`src/rtl/dct_quant_slave.sv`:
```
// dct_quant_slave: Avalon-MM quantizer for 8 DCT coefficients using one shared multiplier.
// Computes q[i] = sat16((coef[i] * recip[i] + half) >>> FRAC_BITS), one element per cycle.
module dct_quant_slave #(
    parameter int FRAC_BITS = 16
) (
    input  logic        csi_clk,
    input  logic        rsi_reset_n,
    input  logic [7:0]  avs_s0_address,
    input  logic        avs_s0_write,
    input  logic [31:0] avs_s0_writedata,
    input  logic        avs_s0_read,
    output logic [31:0] avs_s0_readdata
);
    typedef enum logic {IDLE, CALC} state_t;
    localparam logic signed [33:0] HALF = 34'sd1 <<< (FRAC_BITS - 1);
    state_t state_q, state_d;
    logic [15:0] coef_q [8];
    logic [15:0] recip_q [8];
    logic [15:0] q_q [8];
    logic [2:0] idx_q;
    logic done_q, busy, calc_en, finish;
    logic start, clr_done, coef_we, recip_we, ctrl_we;
    logic signed [33:0] prod, rnd;
    logic [15:0] sat;
    logic [31:0] rdata_d;
    logic unused_wdata;
    assign unused_wdata = ^avs_s0_writedata[31:16];
    assign ctrl_we  = avs_s0_write && avs_s0_address == 8'h10;
    assign start    = ctrl_we && avs_s0_writedata[0] && state_q == IDLE;
    assign clr_done = ctrl_we && avs_s0_writedata[1];
    assign coef_we  = avs_s0_write && !busy && avs_s0_address[7:3] == 5'd0;
    assign recip_we = avs_s0_write && !busy && avs_s0_address[7:3] == 5'd1;
    // recip is zero-extended so the product stays signed x unsigned
    assign prod = $signed(coef_q[idx_q]) * $signed({1'b0, recip_q[idx_q]});
    assign rnd  = (prod + HALF) >>> FRAC_BITS;
    assign sat  = rnd > 34'sd32767 ? 16'h7fff : rnd < -34'sd32768 ? 16'h8000 : rnd[15:0];
    always_ff @(posedge csi_clk or negedge rsi_reset_n) begin
        if (!rsi_reset_n) state_q <= IDLE;
        else state_q <= state_d;
    end
    always_comb begin
        state_d = state_q;
        if (state_q == IDLE && start) state_d = CALC;
        if (state_q == CALC && idx_q == 3'd7) state_d = IDLE;
    end
    always_comb begin
        busy    = state_q == CALC;
        calc_en = busy;
        finish  = busy && idx_q == 3'd7;
    end
    always_comb begin
        rdata_d = 32'h0;
        if (avs_s0_address[7:3] == 5'd0) rdata_d = {16'h0, q_q[avs_s0_address[2:0]]};
        if (avs_s0_address[7:3] == 5'd1) rdata_d = {16'h0, recip_q[avs_s0_address[2:0]]};
        if (avs_s0_address == 8'h10) rdata_d = {30'h0, done_q, busy};
    end
    always_ff @(posedge csi_clk or negedge rsi_reset_n) begin
        if (!rsi_reset_n) begin
            for (int i = 0; i < 8; i++) begin
                coef_q[i]  <= '0;
                recip_q[i] <= '0;
                q_q[i]     <= '0;
            end
            idx_q           <= '0;
            done_q          <= 1'b0;
            avs_s0_readdata <= '0;
        end else begin
            if (coef_we) coef_q[avs_s0_address[2:0]] <= avs_s0_writedata[15:0];
            if (recip_we) recip_q[avs_s0_address[2:0]] <= avs_s0_writedata[15:0];
            if (calc_en) q_q[idx_q] <= sat;
            idx_q  <= start ? 3'd0 : calc_en ? idx_q + 3'd1 : idx_q;
            done_q <= start ? 1'b0 : finish ? 1'b1 : clr_done ? 1'b0 : done_q;
            if (avs_s0_read) avs_s0_readdata <= rdata_d;
        end
    end
endmodule

```
`config.mk`:
```
export PLATFORM = sky130hd
export DESIGN_NAME = dct_quant_slave
export DESIGN_NICKNAME = d
export VERILOG_FILES = /design/src/rtl/dct_quant_slave.sv
export SDC_FILE = /design/constraint.sdc
export NUM_CORES = 1
export LEC_CHECK = 0
export CAP_MARGIN = 20
export CORE_AREA = 2 2 190 332
export CTS_CLUSTER_SIZE = 20
export DETAILED_ROUTE_END_ITERATION = 6
export DIE_AREA = 0 0 192 334
export HOLD_SLACK_MARGIN = 0.12
export PLACE_DENSITY_LB_ADDON = 0.12
export SLEW_MARGIN = 20
export SYNTH_ARGS = -nofsm -noshare
export SYNTH_HDL_FRONTEND = slang
export SYNTH_SLANG_ARGS = --single-unit
```
`constraint.sdc`:
```
create_clock -name csi_clk -period 8.1 [get_ports csi_clk]
set_input_delay 2.43 -clock csi_clk [delete_from_list [all_inputs] [get_ports csi_clk]]
set_output_delay 2.43 -clock csi_clk [all_outputs]
set_load 0.01 [all_outputs]
```
Word-level counts from Yosys, hierarchy flattened. Index checks and enable logic that the tools add are counted.

Bits in registers: 421.

Reduce and logical (&&, ||, !) cells: 16. $add $sub $neg: 2. Multipliers: 1. Muxes and demuxes: 31. Magnitude comparators: 6. Eq/ne operators: 3. Bitwise gates (word level): 3.

Operator list (count): bitwise mux 128 bit (3); two-way mux 16 bit (13); binary-select mux 16 bit (select 3 bit) (4); demux 16 bit (select 3 bit) (2); two-way mux 32 bit (2); adder 33 x 17 -> 34 bit, second input constant (1); multiplier 16 x 17 -> 33 bit (1); > comparator 18 x 16 -> 1 bit, second input constant (1); less-than comparator 18 x 16 -> 1 bit, second input constant (1); logical AND 1 bit (11); == test 8 x 5 -> 1 bit, second input constant (1); >= comparator 4 bit, second input constant (2); less-than comparator 4 x 1 -> 1 bit, second input constant (2); inverter 3 -> 4 bit (2); two-way mux 3 bit (2); == test 5 x 1 -> 1 bit, second input constant (1); logical NOT 5 bit (1); two-way mux 1 bit (5); nonzero test 2 bit (2); adder 3 x 1 -> 3 bit, second input constant (1); == test 3 bit, second input constant (1); nonzero test 3 bit (1); logical NOT 1 bit (1); inverter 1 bit (1).

Logic depth before layout (Yosys ltp). Gate-level depths: netlist of run 1.

Depth after elaboration: 10. Mapped depth: 31. Mapped depth without buffers: 25.

Worst setup path before layout of run 1. OpenSTA, ideal clock, no wires.

Path type: reg-to-reg. From: register idx_q[0]. To: register q_q[11] (netlist bit). Slack: -550 ps. Data required time: 8023 ps. Path buffers: 5. Library setup time: 77 ps. Data arrival time: 8572 ps. Stages on the path, launching flop included: 29. Clock period less this slack: 8650 ps. Cells stage by stage: dfrtp_1 buf_4 buf_1 buf_1 mux4_2 mux2i_1 clkbuf_1 nor2_1 fa_1 inv_1 fa_1 fa_1 fa_1 inv_1 fa_1 inv_1 fa_1 inv_1 ha_1 and2_1 a221o_1 o21ai_0 nand2_1 a2111oi_0 nand3_1 a22oi_4 buf_4 nor2_2 a21oi_1.

Word-level cells in the longest chain between the ends: 10.

Ends and longest elaborated chain: start, declared (line 20) `logic [2:0] idx_q;`; start signal, assigned (line 71) `idx_q <= start ? 3'd0 : calc_en ? idx_q + 3'd1 : idx_q;`; inverter 3 -> 4 bit (implied by the code) * (line 34, 70); binary-select mux 16 bit (select 3 bit) (line 34) `assign prod = $signed(coef_q[idx_q]) * $signed({1'b0, recip_q[idx_q]});`; two-way mux 16 bit (implied by the code) (2 in series) (line 34); multiplier 16 x 17 -> 33 bit (line 34); adder 33 x 17 -> 34 bit (line 35) `assign rnd = (prod + HALF) >>> FRAC_BITS;`; less-than comparator 18 x 16 -> 1 bit (line 36) `assign sat = rnd > 34'sd32767 ? 16'h7fff : rnd < -34'sd32768 ? 16'h8000 : rnd[15:0];`; two-way mux 16 bit (2 in series) (line 36); bitwise mux 128 bit * (line 70) `if (calc_en) q_q[idx_q] <= sat;`; end signal, assigned by index (line 70); end, declared (line 19) `logic [15:0] q_q [8];`.

Every way passes the cells marked *; elsewhere a longest branch is shown, timed or not. The select of a mux whose other input is x is not followed. A chain may end at the register's enable or synchronous reset.

Worst setup path in the final report of run 1.
From: register idx_q[0]. To: register q_q[9] (netlist bit).

The elaborated chain is that of the path after synthesis.

==> results.ini, run 1 <==
[global_routing]
grt_pass1_vias = 22000
grt_overflow_total = 0
grt_antenna_before_repair = 2
grt_use_total_pct = 27.8
grt_start_max_net_pins = 155
grt_pass1_wl_mm = 133

[pwr]
p_sw_share_pct = 32.6
ir_drop_uv = 183
pwr-share-clk_pct = 31.3
pwr-share-comb_pct = 30.1
p_sw_w = 0.00194
cellPowerDensity_nw_per_um2 = 185
internal_power_w = 0.00401
p_seq_share_pct = 38.6
p_leak_nw = 15.1

[floorplan]
rows = 121
start_util_pct = 44.5
core_area_um2 = 61800
die-area_um2 = 64100
io_pins = 76
die_h_um = 334
die_w_um = 192

[sta]
max_freq_ghz = 0.126
finalSetupViolCount = 0
hold_viol_final = 0
period_share_pct = 98.0
max_slew_margin_pct = 21.3
tightest_slew_ns = 1.18
min_period_ns = 7.94
drv_slew = 0
fin_skew_ns = 0.0242
setup_ws_ns = 0.163

[critical_path]
cpMaxStageDelayCell = mux4_2
critPathCaptureType = flop
crit_arrival_ns = 8.41
cp-start-kind = flop
critPathMaxStageDelay_ns = 0.60
critPathRequiredTime_ns = 8.57
timing_worst_setup_path_type = reg2reg
crit_fanout = 8
crit_top_cell = fa_1

[clock_network]
path_clk_slew_ns = 0.06
clock_path_buffers = 3
clk_latency_ns = 0.58
cts_tree = built
numCtsBuffers = 40
clkSinkCount = 405
cts_root_buffer = clkbuf_16
htree_levels = 2
cts_hold_buffers = 0

[logic_synthesis]
yosys.area.top_type = dfrtp_1
synthAdderAreaFrac_pct = 19.8
synthArstFlopShare_pct = 100
synth_area_leaders = dfrtp_1 37%, fa_1 14%, mux2_2 11%, ha_1 5.8%, mux4_2 5.2%
synth_compound_area_share_pct = 9.36
synth.top_cell.area_share_pct = 36.9
avgSynthCellArea_um2 = 10.9
ys_types = 68
synth_area_um2 = 27500
synth-edff-count = 0
synth-simple-area-share_pct = 10.2
synth_seq_area_share_pct = 36.9
yosysWarnings = 0
synth_xor_area_share_pct = 0.446
ys.flop_type = dfrtp_1
synth_top_family_by_area = adder cells
ys_ff_latch = 405
synthMuxAreaShare_pct = 17.6
synth_cells = 2526

[layout]
n_antenna_cell = 0
syn2layout_area_growth_pct = 16.8
drive_gt1_share_pct = 26.3
final_util_pct = 52.0
num-fill-cells = 5550
fin_nets = 3074

[route]
vias = 20600
via_per_inst = 5.82
ant_nets = 0
first_pass_iters = 5
drc = 0
routed_wl_mm = 87.4
drt_iter0_markers = 1409
post_drt_wl_per_cell_um = 24.7

[status]
status = complete, no violations

[flow_run]
cap_violations = 0

[placement]
routabilityCongestion = 0.887
place_ws_ns = -0.372
io_buffer_count = 43
dp_hpwl_mm = 64.4

[hold_path]
hold_class = reg2reg

## flip-flops by register name (all words and copies together), names as in the netlist
register and cells:
avs_s0_readdata 16, coef_q 128, q_q 128, idx_q 3, recip_q 128, busy 1
done_q 1
## logic make-up after synthesis
family	count (synthesis)
and+or+nand+nor	629
DFF	405
AOI/OAI and AO/OA	396
buffers and inverters	393
muxes	368
adders and majority gates	320
xor gates and xnor gates	14
other	1
## per-layer routing
metal  global-route usage, %  wire length [µm]  up-vias
li1                        -                 -     9027
met1                    31.6             31600    10700
met2                    50.2             46600      673
met3                    2.93              3420      216
met4                    15.7              5720        2
met5                       0                12        -
## repair_timing
| item | 4_1_cts | 5_1_grt |
|---|---|---|
| endpoints found under the setup margin | 112 | 121 |
| setup buffers | 1 | 21 |
| pin swaps | 1 | 18 |
| gates cloned | 0 | 6 |
| gates resized for setup | 7 | 55 |
## final timing paths
| check | slack [ns] | depth (start not counted) | from | to |
|---|---|---|---|---|
| min in group asynchronous | 1.87 | 1 | rsi_reset_n | avs_s0_readdata[11] |
| max reg2reg | 0.16 | 29 | idx_q[0] | q_q[9] |
| min reg2reg | 0.49 | 2 | q_q[31] | q_q[31] |
| min | 0.49 | 2 | q_q[31] | q_q[31] |
| max | 0.16 | 29 | idx_q[0] | q_q[9] |
| max in group asynchronous | 4.84 | 2 | rsi_reset_n | q_q[46] |
## power by group through the flow
stage / registers [W] / logic [W] / clock network, W
6_report: 0.00230 / 0.00179 / 0.00186
2_1_floorplan: 0.00228 / 0.000953 / 0
4_1_cts: 0.00228 / 0.00165 / 0.00190
3_5_place_dp: 0.00232 / 0.00163 / 0
3_3_place_gp: 0.00231 / 0.00161 / 0
5_1_grt: 0.00231 / 0.00192 / 0.00198
## critical path, delay by kind of cell (launching register included)
kind	cells	cell delay (ns)
adder cells (fa/ha/maj)	7	3.38
multiplexers	3	0.96
AO/OA/AOI/OAI	4	1.03
flip-flops	1	0.57
AND/OR/NAND/NOR	5	0.71
buffers and inverters	10	1.18
## cell usage after synthesis (all sizes together) (19+ instances only)
cell type and instances:
a22oi 62, or2 21, clkbuf 104, a22o 25, inv 251, mux2i 29
o22ai 42, ha 127, nand2 177, fa 193, mux2 275, nor2 292
nor4 20, dfrtp 405, buf 37, o21ai 63, mux4 64, nand2b 33
a21oi 129, nand3 19
## cell usage in the layout, fill, tap and decap left out, types with 9 or more instances in the layout
cell type	count
a21oi_1	121
a221oi_1	9
a22o_1	25
a22oi_1	61
a31oi_1	9
a41oi_1	10
and2_1	15
buf_12	25
buf_4	182
buf_6	9
clkbuf_1	12
clkbuf_16	45
clkbuf_8	9
clkdlybuf4s50_1	42
conb_1	16
dfrtp_1	402
fa_1	190
ha_1	125
inv_1	250
mux2_2	269
mux2i_1	17
mux2i_2	10
mux4_2	64
nand2_1	167
nand2_2	10
nand2b_1	32
nand3_1	18
nand4_1	10
nor2_1	275
nor2_2	12
nor2b_1	12
nor4_1	18
o21ai_0	38
o21ai_1	24
o221ai_1	14
o22ai_1	42
or2_2	21
## layout make-up
cell class	instances	area [µm²]	area share (%)
clock buffer	61	1170	3.64
tap	799	1000	3.11
inverter	252	950	2.96
clock inverter	9	124	0.386
multi-input combinational	1743	16100	50.2
timing repair buffer	268	2610	8.14
sequential	405	10100	31.6
## through the flow
step	cells	TNS [ns]	total power (W)	hold slack, ns	cell area [µm²]
4_1_cts	3509	0	0.00583	0.486	31500
6_report	3537	0	0.00595	0.486	32100
5_1_grt	3537	-0.754	0.00622	0.515	32100
3_3_place_gp	3436	-6.44	0.00392	0.463	30100
3_5_place_dp	3438	-14.85	0.00395	0.472	30200
2_1_floorplan	2541	0	0.00323	0.450	27600
(Power assumes the default switching activity.)
==> inputs of run 2 (changes only) <==
--- a/config.mk
+++ b/config.mk
@@ -10,9 +10,10 @@
 export CTS_CLUSTER_SIZE = 20
 export DETAILED_ROUTE_END_ITERATION = 6
 export DIE_AREA = 0 0 192 334
+export GPL_ROUTABILITY_DRIVEN = 1
 export HOLD_SLACK_MARGIN = 0.12
+export MAX_ROUTING_LAYER = met4
 export PLACE_DENSITY_LB_ADDON = 0.12
-export SLEW_MARGIN = 20
 export SYNTH_ARGS = -nofsm -noshare
 export SYNTH_HDL_FRONTEND = slang
 export SYNTH_SLANG_ARGS = --single-unit
==> run 2 against run 1 <==
  * Critical path depth is 2 higher
  * Final cell count up 0.68%
  * Maximum frequency is 0.92% higher
  * Clock power is 5% higher
  * Design area grew 1.2%
  * Worst hold slack about the same
  * Highest routed layer is now met4
==> results.ini, run 2 (same netlist as run 1, synthesis figures left out) <==
[status]
status = complete, no violations

[floorplan]
core_area_um2 = 61800
io_pins = 76
die-area_um2 = 64100
die_h_um = 334
start_util_pct = 44.5
rows = 121
die_w_um = 192

[layout]
most-common-layout-cells = 402 x dfrtp_1, 277 x nor2_1, 270 x mux2_2
drive_gt1_share_pct = 27.8
num-fill-cells = 5546
reg_top3 = coef_q (128), q_q (128), recip_q (128)
final_common_cell = dfrtp_1
final_util_pct = 52.6
fin_nets = 3091
syn2layout_area_growth_pct = 18.2

[critical_path]
cpMaxStageDelayCell = fa_1
critPathRequiredTime_ns = 8.59
cp-start-kind = flop
critPathMaxStageDelay_ns = 0.54
crit_fanout = 10
crit_arrival_ns = 8.36
crit_top_cell = fa_1
timing_worst_setup_path_type = reg2reg
critPathCaptureType = flop

[pwr]
p_leak_nw = 15.3
cellPowerDensity_nw_per_um2 = 187
ir_drop_uv = 174

[sta]
fin_tns_setup_ns = 0
max_slew_margin_pct = 22.7
period_share_pct = 97.1
drv_slew = 0
hold_viol_final = 0
tightest_slew_ns = 1.16
max_freq_ghz = 0.127
finalSetupViolCount = 0
min_period_ns = 7.86
fin_skew_ns = 0.0377

[global_routing]
grt_use_total_pct = 28.5
grt_antenna_before_repair = 2
grt_pass1_vias = 22000
grt_pass1_wl_mm = 132
grt_overflow_total = 0
grt_start_max_net_pins = 169

[route]
drt_iter0_markers = 1283
via_per_inst = 5.78
ant_nets = 0
first_pass_iters = 5
drc = 0
vias = 20600
post_drt_wl_per_cell_um = 24.4
routed_wl_mm = 87.0

[placement]
routabilityCongestion = 0.921
io_buffer_count = 43
dp_hpwl_mm = 64.3

[flow_run]
cap_violations = 0

[clock_network]
clk_latency_ns = 0.58
htree_levels = 2
path_clk_slew_ns = 0.06
clock_path_buffers = 3
cts_root_buffer = clkbuf_16
cts_tree = built
clkSinkCount = 405
numCtsBuffers = 41

[hold_path]
hold_class = reg2reg

[run 2: critical path, delay by kind of cell (launching register included)]
kind            cells  cell delay (ns)
fa+ha+maj           7             3.31
compound gates      4             1.12
buf+inv            12             1.55
simple gates        5             0.59
flops               1             0.53
mux                 3             0.69
[run 2: worst paths after layout]
check / startpoint / to / slack (ns) / cells past startpoint
worst max-delay path: idx_q[0] / q_q[116] / 0.24 / 31
worst min-delay path: q_q[95] / q_q[95] / 0.49 / 2
worst max register to register: idx_q[0] / q_q[116] / 0.24 / 31
worst min register to register: q_q[95] / q_q[95] / 0.49 / 2
max in group asynchronous: rsi_reset_n / coef_q[12] / 4.69 / 2
min in group asynchronous: rsi_reset_n / avs_s0_readdata[11] / 1.90 / 1
[run 2: area by class of cell]
class,count,area (µm²),area share (%)
Multi-Input combinational cell,1743,16200,49.8
Tap cell,799,1000,3.08
Timing Repair Buffer,284,2810,8.65
Clock buffer,63,1270,3.91
Clock inverter,12,119,0.366
Antenna cell,3,7.51,0.0231
Inverter,252,950,2.92
Sequential cell,405,10100,31.2
[run 2: power by group]
group,switching [W],internal [W]
logic,0.00100,0.000835
registers,0.000114,0.00218
clock network,0.000827,0.00112
total,0.00194,0.00413
[run 2: what timing repair did]
item	4_1_cts	5_1_grt
pin swaps	1	24
setup buffers	3	22
resized for setup	12	75
hold buffers	0	0
gates cloned	0	5
setup endpoints to repair	112	120
[run 2: through the flow]
stage | hold slack [ns] | power [W] | setup WS [ns] | area, µm² | instances
6_report | 0.486 | 0.00608 | 0.236 | 32500 | 3561
5_1_grt | 0.510 | 0.00634 | -0.0236 | 32500 | 3559
4_1_cts | 0.488 | 0.00598 | 0.00427 | 31900 | 3531
3_5_place_dp | 0.474 | 0.00401 | -0.367 | 30400 | 3453
3_3_place_gp | 0.463 | 0.00397 | -0.341 | 30300 | 3449
2_1_floorplan | 0.450 | 0.00323 | 0.00969 | 27600 | 2541
[run 2: metal layers]
metal / global-route usage, % / wire (µm)
met1: 30.7 / 31100
met3: 3.49 / 3750
met2: 50.1 / 46000
met4: 16.5 / 6070
met5: - / 0
